## src/rtl/fifo_pkg.sv

```systemverilog
// Shared constants and the RAM-access classification for the LUT-RAM FIFO controller.
package fifo_pkg;

    localparam int DATA_WIDTH = 16;
    localparam int ADDR_WIDTH = 5;
    localparam int DEPTH      = 32;

    typedef enum logic [1:0] {
        IDLE   = 2'd0,
        WRITE  = 2'd1,
        REFILL = 2'd2,
        BYPASS = 2'd3
    } ram_access_t;

endpackage

```

## src/rtl/fifo_out_stage.sv

```systemverilog
// Output register of the FIFO: holds the head word and exposes the ob_free handshake.
module fifo_out_stage #(
    parameter int DATA_WIDTH = fifo_pkg::DATA_WIDTH
) (
    input  logic                  clock,
    input  logic                  reset_n,
    input  logic                  out_ready,
    input  logic                  load,
    input  logic [DATA_WIDTH-1:0] load_data,
    output logic                  ob_valid,
    output logic [DATA_WIDTH-1:0] ob_data,
    output logic                  ob_free
);

    logic                  ob_valid_r;
    logic [DATA_WIDTH-1:0] ob_data_r;
    logic                  ob_valid_s;
    logic [DATA_WIDTH-1:0] ob_data_s;

    // Next-state: a load always wins; otherwise a taken word empties the register.
    always_comb begin
        ob_valid_s = ob_valid_r;
        ob_data_s  = ob_data_r;
        if (load) begin
            ob_valid_s = 1'b1;
            ob_data_s  = load_data;
        end else if (out_ready) begin
            ob_valid_s = 1'b0;
        end else begin
            ob_valid_s = ob_valid_r;
        end
    end

    // Output register state; data is kept while empty so out_data holds its last value.
    always_ff @(posedge clock or negedge reset_n) begin
        if (!reset_n) begin
            ob_valid_r <= 1'b0;
            ob_data_r  <= {DATA_WIDTH{1'b0}};
        end else begin
            ob_valid_r <= ob_valid_s;
            ob_data_r  <= ob_data_s;
        end
    end

    assign ob_valid = ob_valid_r;
    assign ob_data  = ob_data_r;
    assign ob_free  = !ob_valid_r || out_ready;

endmodule

```

## src/rtl/lutram_fifo_ctrl.sv

```systemverilog
// Valid/ready FIFO controller for a single-address LUT-RAM: one RAM access per cycle,
// arbitrating between storing input words and refilling the registered output stage.
module lutram_fifo_ctrl #(
    parameter int DATA_WIDTH = fifo_pkg::DATA_WIDTH,
    parameter int ADDR_WIDTH = fifo_pkg::ADDR_WIDTH,
    parameter int DEPTH      = fifo_pkg::DEPTH
) (
    input  logic                  clock,
    input  logic                  reset_n,
    input  logic                  in_valid,
    output logic                  in_ready,
    input  logic [DATA_WIDTH-1:0] in_data,
    output logic                  out_valid,
    input  logic                  out_ready,
    output logic [DATA_WIDTH-1:0] out_data,
    output logic [ADDR_WIDTH:0]   count,
    output logic                  ram_we,
    output logic [ADDR_WIDTH-1:0] ram_addr,
    output logic [DATA_WIDTH-1:0] ram_din,
    input  logic [DATA_WIDTH-1:0] ram_dout
);

    localparam logic [ADDR_WIDTH-1:0] PTR_ONE   = {{(ADDR_WIDTH-1){1'b0}}, 1'b1};
    localparam logic [ADDR_WIDTH:0]   MCNT_ONE  = {{ADDR_WIDTH{1'b0}}, 1'b1};
    localparam logic [ADDR_WIDTH:0]   MCNT_ZERO = {(ADDR_WIDTH+1){1'b0}};
    localparam logic [ADDR_WIDTH:0]   MCNT_FULL = (ADDR_WIDTH+1)'(DEPTH);

    logic [ADDR_WIDTH-1:0] wptr_r;
    logic [ADDR_WIDTH-1:0] rptr_r;
    logic [ADDR_WIDTH:0]   mcnt_r;

    logic                  ob_valid_s;
    logic [DATA_WIDTH-1:0] ob_data_s;
    logic                  ob_free_s;
    logic                  refill_s;
    logic                  bypass_ok_s;
    logic                  in_ready_s;
    logic                  bypass_s;
    logic                  write_s;
    logic                  load_s;
    logic [DATA_WIDTH-1:0] load_data_s;
    logic [ADDR_WIDTH-1:0] ram_addr_s;

    // Arbitration: refill beats write so the consumer is never starved while RAM holds data.
    always_comb begin
        refill_s    = ob_free_s && (mcnt_r != MCNT_ZERO);
        bypass_ok_s = ob_free_s && (mcnt_r == MCNT_ZERO);
        in_ready_s  = !refill_s && ((mcnt_r != MCNT_FULL) || bypass_ok_s);
        bypass_s    = in_valid && in_ready_s && bypass_ok_s;
        write_s     = in_valid && in_ready_s && !bypass_s;
        load_s      = refill_s || bypass_s;
        load_data_s = refill_s ? ram_dout : in_data;
    end

    // The single RAM address follows the read pointer only on a refill.
    always_comb begin
        ram_addr_s = wptr_r;
        if (refill_s) begin
            ram_addr_s = rptr_r;
        end else begin
            ram_addr_s = wptr_r;
        end
    end

    // Pointer and RAM-occupancy state; write and refill never coincide.
    always_ff @(posedge clock or negedge reset_n) begin
        if (!reset_n) begin
            wptr_r <= {ADDR_WIDTH{1'b0}};
            rptr_r <= {ADDR_WIDTH{1'b0}};
            mcnt_r <= MCNT_ZERO;
        end else begin
            case ({write_s, refill_s})
                2'b10: begin
                    wptr_r <= wptr_r + PTR_ONE;
                    mcnt_r <= mcnt_r + MCNT_ONE;
                end
                2'b01: begin
                    rptr_r <= rptr_r + PTR_ONE;
                    mcnt_r <= mcnt_r - MCNT_ONE;
                end
                default: begin
                    wptr_r <= wptr_r;
                    rptr_r <= rptr_r;
                    mcnt_r <= mcnt_r;
                end
            endcase
        end
    end

    fifo_out_stage #(
        .DATA_WIDTH (DATA_WIDTH)
    ) u_out_stage (
        .clock     (clock),
        .reset_n   (reset_n),
        .out_ready (out_ready),
        .load      (load_s),
        .load_data (load_data_s),
        .ob_valid  (ob_valid_s),
        .ob_data   (ob_data_s),
        .ob_free   (ob_free_s)
    );

    assign in_ready  = in_ready_s;
    assign out_valid = ob_valid_s;
    assign out_data  = ob_data_s;
    assign count     = mcnt_r + {{ADDR_WIDTH{1'b0}}, ob_valid_s};
    assign ram_we    = write_s;
    assign ram_addr  = ram_addr_s;
    assign ram_din   = in_data;

endmodule
```

## config.mk

```make
export PLATFORM = sky130hd
export DESIGN_NAME = lutram_fifo_ctrl
export DESIGN_NICKNAME = d
export VERILOG_FILES = /design/src/rtl/fifo_pkg.sv /design/src/rtl/fifo_out_stage.sv /design/src/rtl/lutram_fifo_ctrl.sv
export SDC_FILE = /design/constraint.sdc
export NUM_CORES = 1
export LEC_CHECK = 0
export ABC_AREA = 1
export BUFFER_PORTS_ARGS = -buffer_cell sky130_fd_sc_hd__clkbuf_2
export CELL_PAD_IN_SITES_DETAIL_PLACEMENT = 2
export CELL_PAD_IN_SITES_GLOBAL_PLACEMENT = 2
export CORE_ASPECT_RATIO = 1.1
export CORE_MARGIN = 3
export CORE_UTILIZATION = 29
export CTS_BUF_LIST = sky130_fd_sc_hd__clkbuf_16
export DETAILED_ROUTE_END_ITERATION = 16
export PLACE_DENSITY = 0.88
export SLEW_MARGIN = 20
export SYNTH_ARGS = -nofsm -noshare
export SYNTH_HDL_FRONTEND = slang
export SYNTH_SLANG_ARGS = --single-unit
```

## constraint.sdc

```tcl
create_clock -name clock -period 6.75 [get_ports clock]
set_clock_uncertainty 0.15 [all_clocks]
set_input_delay 1.35 -clock clock [delete_from_list [all_inputs] [get_ports clock]]
set_output_delay 1.35 -clock clock [all_outputs]
set_load 0.05 [all_outputs]
```

* Word level (Yosys, flattened, before mapping)
Index checks and enable logic that the tools add are counted.
** Storage, ports and cells
- Bits of input ports :: 36
- Output and inout port bits :: 46
- Flip-flop bits (word level) :: 33
- Word-level logic and storage cells :: 34
** Cells by class
- Reductions and logical operators :: 16
- Equality and inequality tests :: 3
- Mux-type cells :: 5
- $add $sub $neg :: 5
** Operators with widths (number)
- 16-bit two-way mux :: 1
- 6-bit one-hot mux with 2 select lines :: 1
- 5-bit by 1-bit adder with 5-bit output, second input constant :: 2
- 6-bit by 1-bit adder with 6-bit output :: 1
- 6-bit by 1-bit adder with 6-bit output, second input constant :: 1
- 1-bit logical AND :: 6
- 6-bit zero test :: 1
- 6-bit != test, second input constant :: 1
- 6-bit nonzero test :: 1
- 6-bit by 1-bit subtractor with 6-bit output, second input constant :: 1
- 5-bit two-way mux :: 1
- 2-bit nonzero test :: 2
- 1-bit zero test :: 3
- 1-bit logical OR :: 3
- 2-bit by 1-bit == test with 1-bit output, second input constant :: 1
- 2-bit == test, second input constant :: 1
- 1-bit two-way mux :: 2

* Depth between registers and ports, before layout
Gate-level depths: netlist (run 1).
- Depth in word-level cells :: 11
- Gate-level depth with buffers :: 17
- Depth with buffers taken out :: 17

* Modules after synthesis
A second synthesis (run 1) with hierarchy kept.
** Unflattened totals
- Cell total of the unflattened synthesis :: 266
- Area, all modules :: 2077.0 µm²
** By module, submodules not included
- lutram_fifo_ctrl :: sequential area each 400.4 µm², cells an instance 194, area each 1401.3 µm², times used 1
- fifo_out_stage :: sequential area each 425.4 µm², cells an instance 72, area each 675.6 µm², times used 1

* Worst setup path before layout (run 1)
Ideal clock, no wire load.
- Path type :: input to output
- Start :: in out_ready
- End :: out ram_addr[2]
- Cell stages on the path :: 6
- Arrival time :: 2.911 ns
- Path slack :: 2.339 ns
- Buffers on the path :: 1
- Required time :: 5.250 ns
- Path through :: nor2_2 > inv_2 > nand2_4 > inv_4 > buf_6 > o21ai_0
** Between the ends
- Longest elaborated chain between the ends :: 3
** Ends and longest elaborated chain
- from (decl) :: RTL line lutram_fifo_ctrl.sv:14 : input logic out_ready,
- 1-bit logical OR :: RTL line fifo_out_stage.sv:47 : assign ob_free = !ob_valid_r || out_ready;
- 1-bit logical AND :: RTL line lutram_fifo_ctrl.sv:46 : refill_s = ob_free_s && (mcnt_r != MCNT_ZERO);
- 5-bit two-way mux :: RTL line lutram_fifo_ctrl.sv:58 : if (refill_s) begin
- to (decl) :: RTL line lutram_fifo_ctrl.sv:18 : output logic [ADDR_WIDTH-1:0] ram_addr,
Every way passes these cells.

* Worst setup path after layout (run 1)
- Start :: in out_ready
- End :: out ram_addr[3]
The elaborated chain is that of the path after synthesis.

==> impl_metrics.ini, run 1 <==
[pwr]
vdd_ir_drop_max_mv = 0.240
p_sw_uw = 693
p_int_uw = 631
leakage_nw = 1.32
p_comb_share_pct = 53.3
p_per_area_nw_per_um2 = 531
p_sw_share_pct = 52.3
clkPwrFrac_pct = 20.1
seqPwrFrac_pct = 26.6

[synth]
synthesis.area_um2 = 2000
synth_cells = 236
yosys.cell_types.count = 27
synthArstFlopShare_pct = 100
synth_warnings = 0
avgSynthCellArea_um2 = 8.47
ys_ff_latch = 33
yosysSeqAreaShare_pct = 41.3
synth_edf_count = 0
syn_nets = 283
synth_flop_cell = dfrtp_1

[global_route]
grt_pass1_wl_mm = 10.7
grt_pass1_vias = 2125
overflow = 0
grt.total_usage_pct = 17.4
antenna_found_initial = 0
grt_max_degree = 34

[detailed_routing]
initialDrtViolationCount = 47
post-route-drc-count = 0
routedWlPerCell_um = 17.5
drt_wl_total_mm = 6.73
via_count = 1852
viasPerCell = 4.82
ant_nets = 0
first_pass_iters = 4

[clock_tree]
post_cts_resized = 0
insertion_delay_ps = 280
h-tree-depth = 2
cts_tree = done
clockRootBuffer = clkbuf_16
path_clk_slew_ps = 50
clock_sinks = 33
cts_setup_buffers = 0
clk_path_buf_depth = 2
cts-buffers-inserted = 5
ctsHoldBuffers = 0

[cells_and_area]
fillers = 793
final_core_util_pct = 37.6
syn_to_final_growth_pct = 24.7
fin_area_um2 = 2490
drive_gt1_share_pct = 34.4
regArea_um2 = 826
antenna_cells = 0
layout.cells.non_filler = 384
fin_nets = 348
multi_input_area_um2 = 902

[place]
place_area_um2 = 2320
hpwl_mm = 4.77
place_inst = 376
port_buffers = 81
gp_congestion = 0.707
dp_slack_ps = 2640

[floorplan]
rows = 31
coreArea_um2 = 6630
ios = 82
dieArea_um2 = 7930
die_h_um = 93.1
die_w_um = 85.2
start_util_pct = 30.1

[critical_path]
r2r_start = mcnt_r[0]$_DFFE_PN0P_
cp_max_fo = 25
cp.arrival_ps = 2580
start_kind = primary input
end_kind = output port
path_class = primary input to output port
required_ps = 5250
cp-startpoint = out_ready

[sta]
worst_pin_slew_ps = 896
fmax_ghz = 0.245
setup_viol = 0
tns_ps = 0
worst_slack_ps = 2670
min_period_over_period_pct = 60.5
slew_headroom_pct = 40.3
finalHoldViolCount = 0
rsz0062_at_grt = false
slew_violations = 0
period_needed_ps = 4080

[status]
outcome = finished clean

[job]
drv_cap = 0

[hold_path]
hold_path.class = register to register
min_from = rptr_r[3]$_DFFE_PN0P_
-- power groups by stage --
stage               Sequential, mW  Combinational [mW]  Clock, mW
global placement             0.346               0.669          0
finish                       0.352               0.705      0.267
CTS                          0.352               0.718      0.273
global route                 0.365               0.769      0.278
floorplan                    0.422               0.463          0
detailed placement           0.352               0.700          0
-- metrics by stage --
step           power [mW]  hold WS, ps
2_1_floorplan       0.885          317
3_3_place_gp         1.02          340
3_5_place_dp         1.05          348
4_1_cts              1.34          360
5_1_grt              1.41          388
6_report             1.32          370
-- per-layer routing --
metal	vias to the layer above	track usage, %	routed length [um]
met5	-	0	0
met2	52	35.5	3910
met1	918	17.4	2440
met3	10	3.17	253
li1	872	-	-
met4	0	5.41	126
-- final timing paths --
kind	to	slack [ps]	depth (start not counted)
worst max-delay path	ram_addr[3]	2670	7
worst min-delay path	rptr_r[3]$_DFFE_PN0P_	370	1
worst max register to register	mcnt_r[5]$_DFFE_PN0P_	3620	16
worst min register to register	rptr_r[3]$_DFFE_PN0P_	370	1
max in group asynchronous	rptr_r[0]$_DFFE_PN0P_	4860	1
min in group asynchronous	u_out_stage.ob_data[14]$_DFFE_PN0P_	1030	1
-- final cells by class --
cell class,count,area share (%)
Clock buffer,5,5.02
Clock inverter,3,1.86
Inverter,22,3.41
Multi-Input combinational cell,158,36.2
Sequential cell,33,33.1
Tap cell,82,4.12
Timing Repair Buffer,81,16.3
-- cell families after synthesis --
| logic type | Yosys count | share of synthesized area, % |
|---|---|---|
| simple gates | 89 | 19.6 |
| buf+inv | 45 | 13.6 |
| compound gates | 43 | 11.6 |
| flops | 33 | 41.3 |
| xor+xnor | 14 | 6.13 |
| fa+ha+maj | 11 | 7.26 |
| mux | 1 | 0.563 |
-- worst max-delay path: stages --
cell and delay [ps]:
clkbuf_2 80, nor2_2 130, inv_2 70, nand2_4 250, inv_4 180, o21ai_0 210
clkbuf_2 310
-- state kept, by name (all words and copies together) (netlist names) --
name / count
u_out_stage.ob_data: 16
mcnt_r: 6
rptr_r: 5
wptr_r: 5
u_out_stage.ob_valid: 1
-- synth_stat cells, types with 2 or more instances --
cell type / number / area [um^2]
xnor2_1: 3 / 26.3
buf_4: 16 / 120
ha_1: 10 / 125
nand3_1: 6 / 30.0
a21oi_1: 15 / 75.1
nor3_1: 2 / 10.0
nand4_1: 4 / 25.0
nand2_4: 2 / 22.5
inv_1: 20 / 75.1
nand2_1: 48 / 180
a21oi_2: 4 / 35.0
buf_2: 2 / 10.0
o21ai_1: 7 / 35.0
dfrtp_1: 33 / 826
nor2_1: 21 / 78.8
buf_6: 5 / 56.3
nor2_2: 3 / 18.8
xor2_1: 11 / 96.3
o21ai_0: 16 / 80.1
-- cells in the final DEF, fill, tap and decap left out --
cell | Yosys | final
a21oi_1 | 15 | 15
a21oi_2 | 4 | 4
bufinv_16 | 0 | 1
clkbuf_16 | 0 | 5
clkbuf_2 | 0 | 81
clkinv_4 | 0 | 1
clkinvlp_4 | 0 | 1
dfrtp_1 | 33 | 33
fa_1 | 1 | 1
ha_1 | 10 | 10
inv_1 | 20 | 20
inv_2 | 1 | 1
inv_4 | 1 | 1
mux2_2 | 1 | 1
nand2_1 | 48 | 48
nand2_2 | 1 | 1
nand2_4 | 2 | 2
nand3_1 | 6 | 6
nand3_2 | 1 | 1
nand4_1 | 4 | 4
nor2_1 | 21 | 21
nor2_2 | 3 | 3
nor3_1 | 2 | 2
nor3_2 | 1 | 1
o21ai_0 | 16 | 16
o21ai_1 | 7 | 7
o22ai_1 | 1 | 1
xnor2_1 | 3 | 3
xor2_1 | 11 | 11
No activity file was read; power rests on OpenSTA's default activity.
==> inputs of run 2 (changes only) <==
--- a/config.mk
+++ b/config.mk
@@ -11,10 +11,10 @@
 export CELL_PAD_IN_SITES_GLOBAL_PLACEMENT = 2
 export CORE_ASPECT_RATIO = 1.1
 export CORE_MARGIN = 3
-export CORE_UTILIZATION = 29
+export CORE_UTILIZATION = 27
 export CTS_BUF_LIST = sky130_fd_sc_hd__clkbuf_16
 export DETAILED_ROUTE_END_ITERATION = 16
-export PLACE_DENSITY = 0.88
+export PLACE_DENSITY = 0.83
 export SLEW_MARGIN = 20
 export SYNTH_ARGS = -nofsm -noshare
 export SYNTH_HDL_FRONTEND = slang
==> constraint.sdc (replaced) <==
create_clock -name clock -period 4 [get_ports clock]
set_clock_uncertainty 0.15 [all_clocks]
set_input_delay 0.8 -clock clock [delete_from_list [all_inputs] [get_ports clock]]
set_output_delay 0.8 -clock clock [all_outputs]
set_load 0.05 [all_outputs]
==> impl_metrics.ini, run 2 (synthesis gave the netlist of run 1 again) <==
[pwr]
vdd_ir_drop_max_mv = 0.472
p_per_area_nw_per_um2 = 877
leakage_nw = 1.32

[cells_and_area]
regArea_um2 = 826
multi_input_area_um2 = 902
layout_common_cells = 81 x clkbuf_2, 48 x nand2_1, 33 x dfrtp_1
layout.cells.non_filler = 387
fin_nets = 348
largest_register_ffs = 16
antenna_cells = 0
fillers = 839
final_common_cell = clkbuf_2
drive_gt1_share_pct = 33.8
syn_to_final_growth_pct = 24.4

[sta]
setup_viol = 0
finalHoldViolCount = 0
min_period_over_period_pct = 76.1
period_needed_ps = 3040
tns_ps = 0
slew_violations = 0
worst_slack_ps = 957
fmax_ghz = 0.329
slew_headroom_pct = 42.6
rsz0062_at_grt = false
worst_pin_slew_ps = 861

[global_route]
grt.total_usage_pct = 14.7
grt_max_degree = 34
grt_pass1_vias = 1979
overflow = 0
antenna_found_initial = 0
grt_use_met1_pct = 17.6
globalRouteMet3Util_pct = 2.91
busiest_layer = met2
grt_pass1_wl_mm = 9.59
use_met2_pct = 25.9

[floorplan]
dieArea_um2 = 8480
die_w_um = 88.1
coreArea_um2 = 7090
rows = 32
die_h_um = 96.3
ios = 82
start_util_pct = 28.2

[detailed_routing]
post-route-drc-count = 0
ant_nets = 0
first_pass_iters = 4
drt_wl_total_mm = 6.04
viasPerCell = 4.70
via_count = 1819
initialDrtViolationCount = 59
routedWlPerCell_um = 15.6

[hold_path]
hold_path.class = register to register
min_from = rptr_r[3]$_DFFE_PN0P_
whs_path_depth = 1
worstHoldEndpoint = rptr_r[3]$_DFFE_PN0P_

[critical_path]
r2r_start = mcnt_r[1]$_DFFE_PN0P_
end_kind = register
reg2reg_to = mcnt_r[4]$_DFFE_PN0P_
path_class = primary input to register
cp_max_fo = 25
cp.arrival_ps = 3060
r2r_slack_ps = 970
required_ps = 4020
start_kind = primary input
r2r_cells = 14

[place]
place_inst = 379
gp_congestion = 0.812
hpwl_mm = 4.52
port_buffers = 81
dp_slack_ps = 652

[clock_tree]
path_clk_slew_ps = 60
clockRootBuffer = clkbuf_16
h-tree-depth = 2
cts_tree = done
insertion_delay_ps = 280
post_cts_resized = 0
ctsHoldBuffers = 0
clock_sinks = 33
cts_setup_buffers = 0
clk_path_buf_depth = 2
cts-buffers-inserted = 5

[status]
outcome = finished clean

[job]
drv_cap = 0
[run 2: power by group]
part / total (mW) / switching [mW] / internal [mW]
clock: 0.431 / 0.142 / 0.289
sequential: 0.590 / 0.131 / 0.459
combinational: 1.16 / 0.855 / 0.304
[run 2: metal layers]
layer	share of wire [%]	routed length, um
met3	4.6	276
met4	1.5	93
met2	55	3300
met5	0	0
met1	39	2380
[run 2: layout make-up]
cell class / count / share of cell area (%)
Clock buffer: 5 / 5.03
Sequential cell: 33 / 33.2
Timing Repair Buffer: 81 / 16.3
Clock inverter: 3 / 1.51
Inverter: 22 / 3.42
Tap cell: 85 / 4.28
Multi-Input combinational cell: 158 / 36.3
[run 2: worst max-delay path by stage]
| stage | slack [ps] | from | cells past startpoint | end |
|---|---|---|---|---|
| after floorplan | 690 | out_ready | 6 | ram_addr[2] |
| after global placement | 800 | out_ready | 15 | mcnt_r[4]$_DFFE_PN0P_ |
| after detailed placement | 650 | out_ready | 14 | mcnt_r[4]$_DFFE_PN0P_ |
| after CTS | 930 | out_ready | 17 | mcnt_r[5]$_DFFE_PN0P_ |
| after global routing | 540 | mcnt_r[1]$_DFFE_PN0P_ | 13 | mcnt_r[4]$_DFFE_PN0P_ |
| final | 960 | out_ready | 15 | mcnt_r[4]$_DFFE_PN0P_ |
[run 2: metrics by stage]
| stage | hold WS (ps) | cell area, um^2 | util [%] | power [mW] |
|---|---|---|---|---|
| floorplan | 317 | 2000 | - | 1.49 |
| detailed placement | 357 | 2320 | 32.8 | 1.76 |
| CTS | 380 | 2490 | 35.1 | 2.22 |
| global placement | 341 | 2320 | 32.8 | 1.72 |
| finish | 368 | 2490 | 35.1 | 2.18 |
| global route | 404 | 2490 | 35.1 | 2.34 |
[run 2: critical path: stages]
cell,delay (ps)
clkbuf_2,90
nor2_2,140
inv_2,70
nand2_4,240
nand2_1,140
nor3_2,200
inv_1,70
ha_1,380
fa_1,460
nand2_1,110
a21oi_1,90
nor2_1,90
nand2_1,50
nand3_1,70
nand2_1,50
==> inputs of run 3 (changes only) <==
--- a/config.mk
+++ b/config.mk
@@ -11,10 +11,10 @@
 export CELL_PAD_IN_SITES_GLOBAL_PLACEMENT = 2
 export CORE_ASPECT_RATIO = 1.1
 export CORE_MARGIN = 3
-export CORE_UTILIZATION = 27
+export CORE_UTILIZATION = 24
 export CTS_BUF_LIST = sky130_fd_sc_hd__clkbuf_16
 export DETAILED_ROUTE_END_ITERATION = 16
-export PLACE_DENSITY = 0.83
+export PLACE_DENSITY = 0.79
 export SLEW_MARGIN = 20
 export SYNTH_ARGS = -nofsm -noshare
 export SYNTH_HDL_FRONTEND = slang
==> constraint.sdc (replaced) <==
create_clock -name clock -period 2.6 [get_ports clock]
set_clock_uncertainty 0.15 [all_clocks]
set_input_delay 0.52 -clock clock [delete_from_list [all_inputs] [get_ports clock]]
set_output_delay 0.52 -clock clock [all_outputs]
set_load 0.05 [all_outputs]
==> impl_metrics.ini, run 3 (synthesis gave the netlist of run 1 again) <==
[cells_and_area]
layout.cells.non_filler = 424
final_common_cell = clkbuf_2
antenna_cells = 0
fin_area_um2 = 2650
fillers = 957
largest_register_ffs = 16
regArea_um2 = 827
syn_to_final_growth_pct = 32.7
drive_gt1_share_pct = 40.2
multi_input_area_um2 = 945
layout_common_cells = 79 x clkbuf_2, 47 x nand2_1, 32 x dfrtp_1
fin_nets = 362

[detailed_routing]
ant_nets = 0
post-route-drc-count = 0
initialDrtViolationCount = 33
routedWlPerCell_um = 15.1
viasPerCell = 4.48
drt_wl_total_mm = 6.39
first_pass_iters = 4
via_count = 1898

[sta]
fmax_ghz = 0.404
finalHoldViolCount = 0
setup_viol = 0
tns_ps = 0
min_period_over_period_pct = 95.2
whs_ps = 194
rsz0062_at_grt = true
slew_headroom_pct = 43.3
period_needed_ps = 2470
slew_violations = 0
worst_pin_slew_ps = 851

[status]
outcome = finished clean

[global_route]
globalRouteMet3Util_pct = 3.27
grt_pass1_vias = 2078
grt_pass1_wl_mm = 10.4
grt_max_degree = 34
busiest_layer = met2
grt.total_usage_pct = 13.8
overflow = 0
grt_use_met1_pct = 15.3
use_met2_pct = 26.3
antenna_found_initial = 0

[critical_path]
critPathSlowestCell = dfrtp_1
r2r_start = mcnt_r[4]$_DFFE_PN0P_
path_class = register to output port
crit_buf_inv = 3
path_cells = nor2_2 -> nand3_2 -> nand2_4 -> buf_6 -> inv_4 -> o21ai_0 -> buf_4
crit_family = buffers and inverters
r2r_cells = 16
r2r_slack_ps = 210
start_kind = register
cp.arrival_ps = 1800
required_ps = 1930
reg2reg_to = mcnt_r[5]$_DFFE_PN0P_
critPathMaxStageDelay_ps = 410
cp_max_fo = 24
end_kind = output port

[place]
place_area_um2 = 2430
place_inst = 409
hpwl_mm = 5.00
port_buffers = 81
gp_congestion = 0.774

[floorplan]
coreArea_um2 = 8000
dieArea_um2 = 9460
die_w_um = 93.0
ios = 82
die_h_um = 102
start_util_pct = 25.0
rows = 34

[clock_tree]
clock_sinks = 33
path_clk_slew_ps = 50
insertion_delay_ps = 270
cts-buffers-inserted = 5
clk_path_buf_depth = 2
h-tree-depth = 2
cts_tree = done
clockRootBuffer = clkbuf_16

[pwr]
total_power_mw = 3.45
leakage_nw = 1.38
vdd_ir_drop_max_mv = 0.371
p_per_area_nw_per_um2 = 1300

[job]
drv_cap = 0

[hold_path]
hold_path.class = primary input to async pin
-- run 3: area by class of cell --
class / instances / share of cell area [%]
sequential: 33 / 31.2
clock buffer: 5 / 4.71
multi-input combinational: 158 / 35.6
tap: 108 / 5.09
clock inverter: 3 / 0.660
timing repair buffer: 95 / 19.6
inverter: 22 / 3.21
-- run 3: what timing repair did --
action	in CTS	in global routing
setup endpoints to repair	2	6
pin swaps	0	2
resized for setup	2	10
gates cloned	0	0
setup buffers	0	7
hold buffers	0	0
-- run 3: metrics by stage --
stage,utilization [%],worst slack [ps]
finish,33.2,126
detailed placement,30.4,-69.2
global placement,30.4,86.4
floorplan,-,-219
CTS,32.2,19.0
global route,33.2,-49.1
-- run 3: how the worst max path moves through the flow --
stage | start | to | slack [ps] | depth (start not counted)
final | mcnt_r[4]$_DFFE_PN0P_ | ram_addr[2] | 130 | 7
after global routing | mcnt_r[4]$_DFFE_PN0P_ | mcnt_r[4]$_DFFE_PN0P_ | -50 | 13
after CTS | mcnt_r[1]$_DFFE_PN0P_ | mcnt_r[5]$_DFFE_PN0P_ | 20 | 14
after detailed placement | out_ready | mcnt_r[5]$_DFFE_PN0P_ | -70 | 15
after global placement | out_ready | mcnt_r[4]$_DFFE_PN0P_ | 90 | 15
after floorplan | u_out_stage.ob_valid$_DFFE_PN0P_ | ram_addr[2] | -220 | 7
-- run 3: per-layer routing --
metal	wire length (um)	share of wire (%)
met2	3390	53
met4	65	1.0
met5	0	0
met3	451	7.1
met1	2490	39
-- run 3: where the power goes --
group	total, mW	internal, mW	switching [mW]
registers	0.860	0.707	0.153
clock network	0.568	0.351	0.218
logic	2.02	0.597	1.42
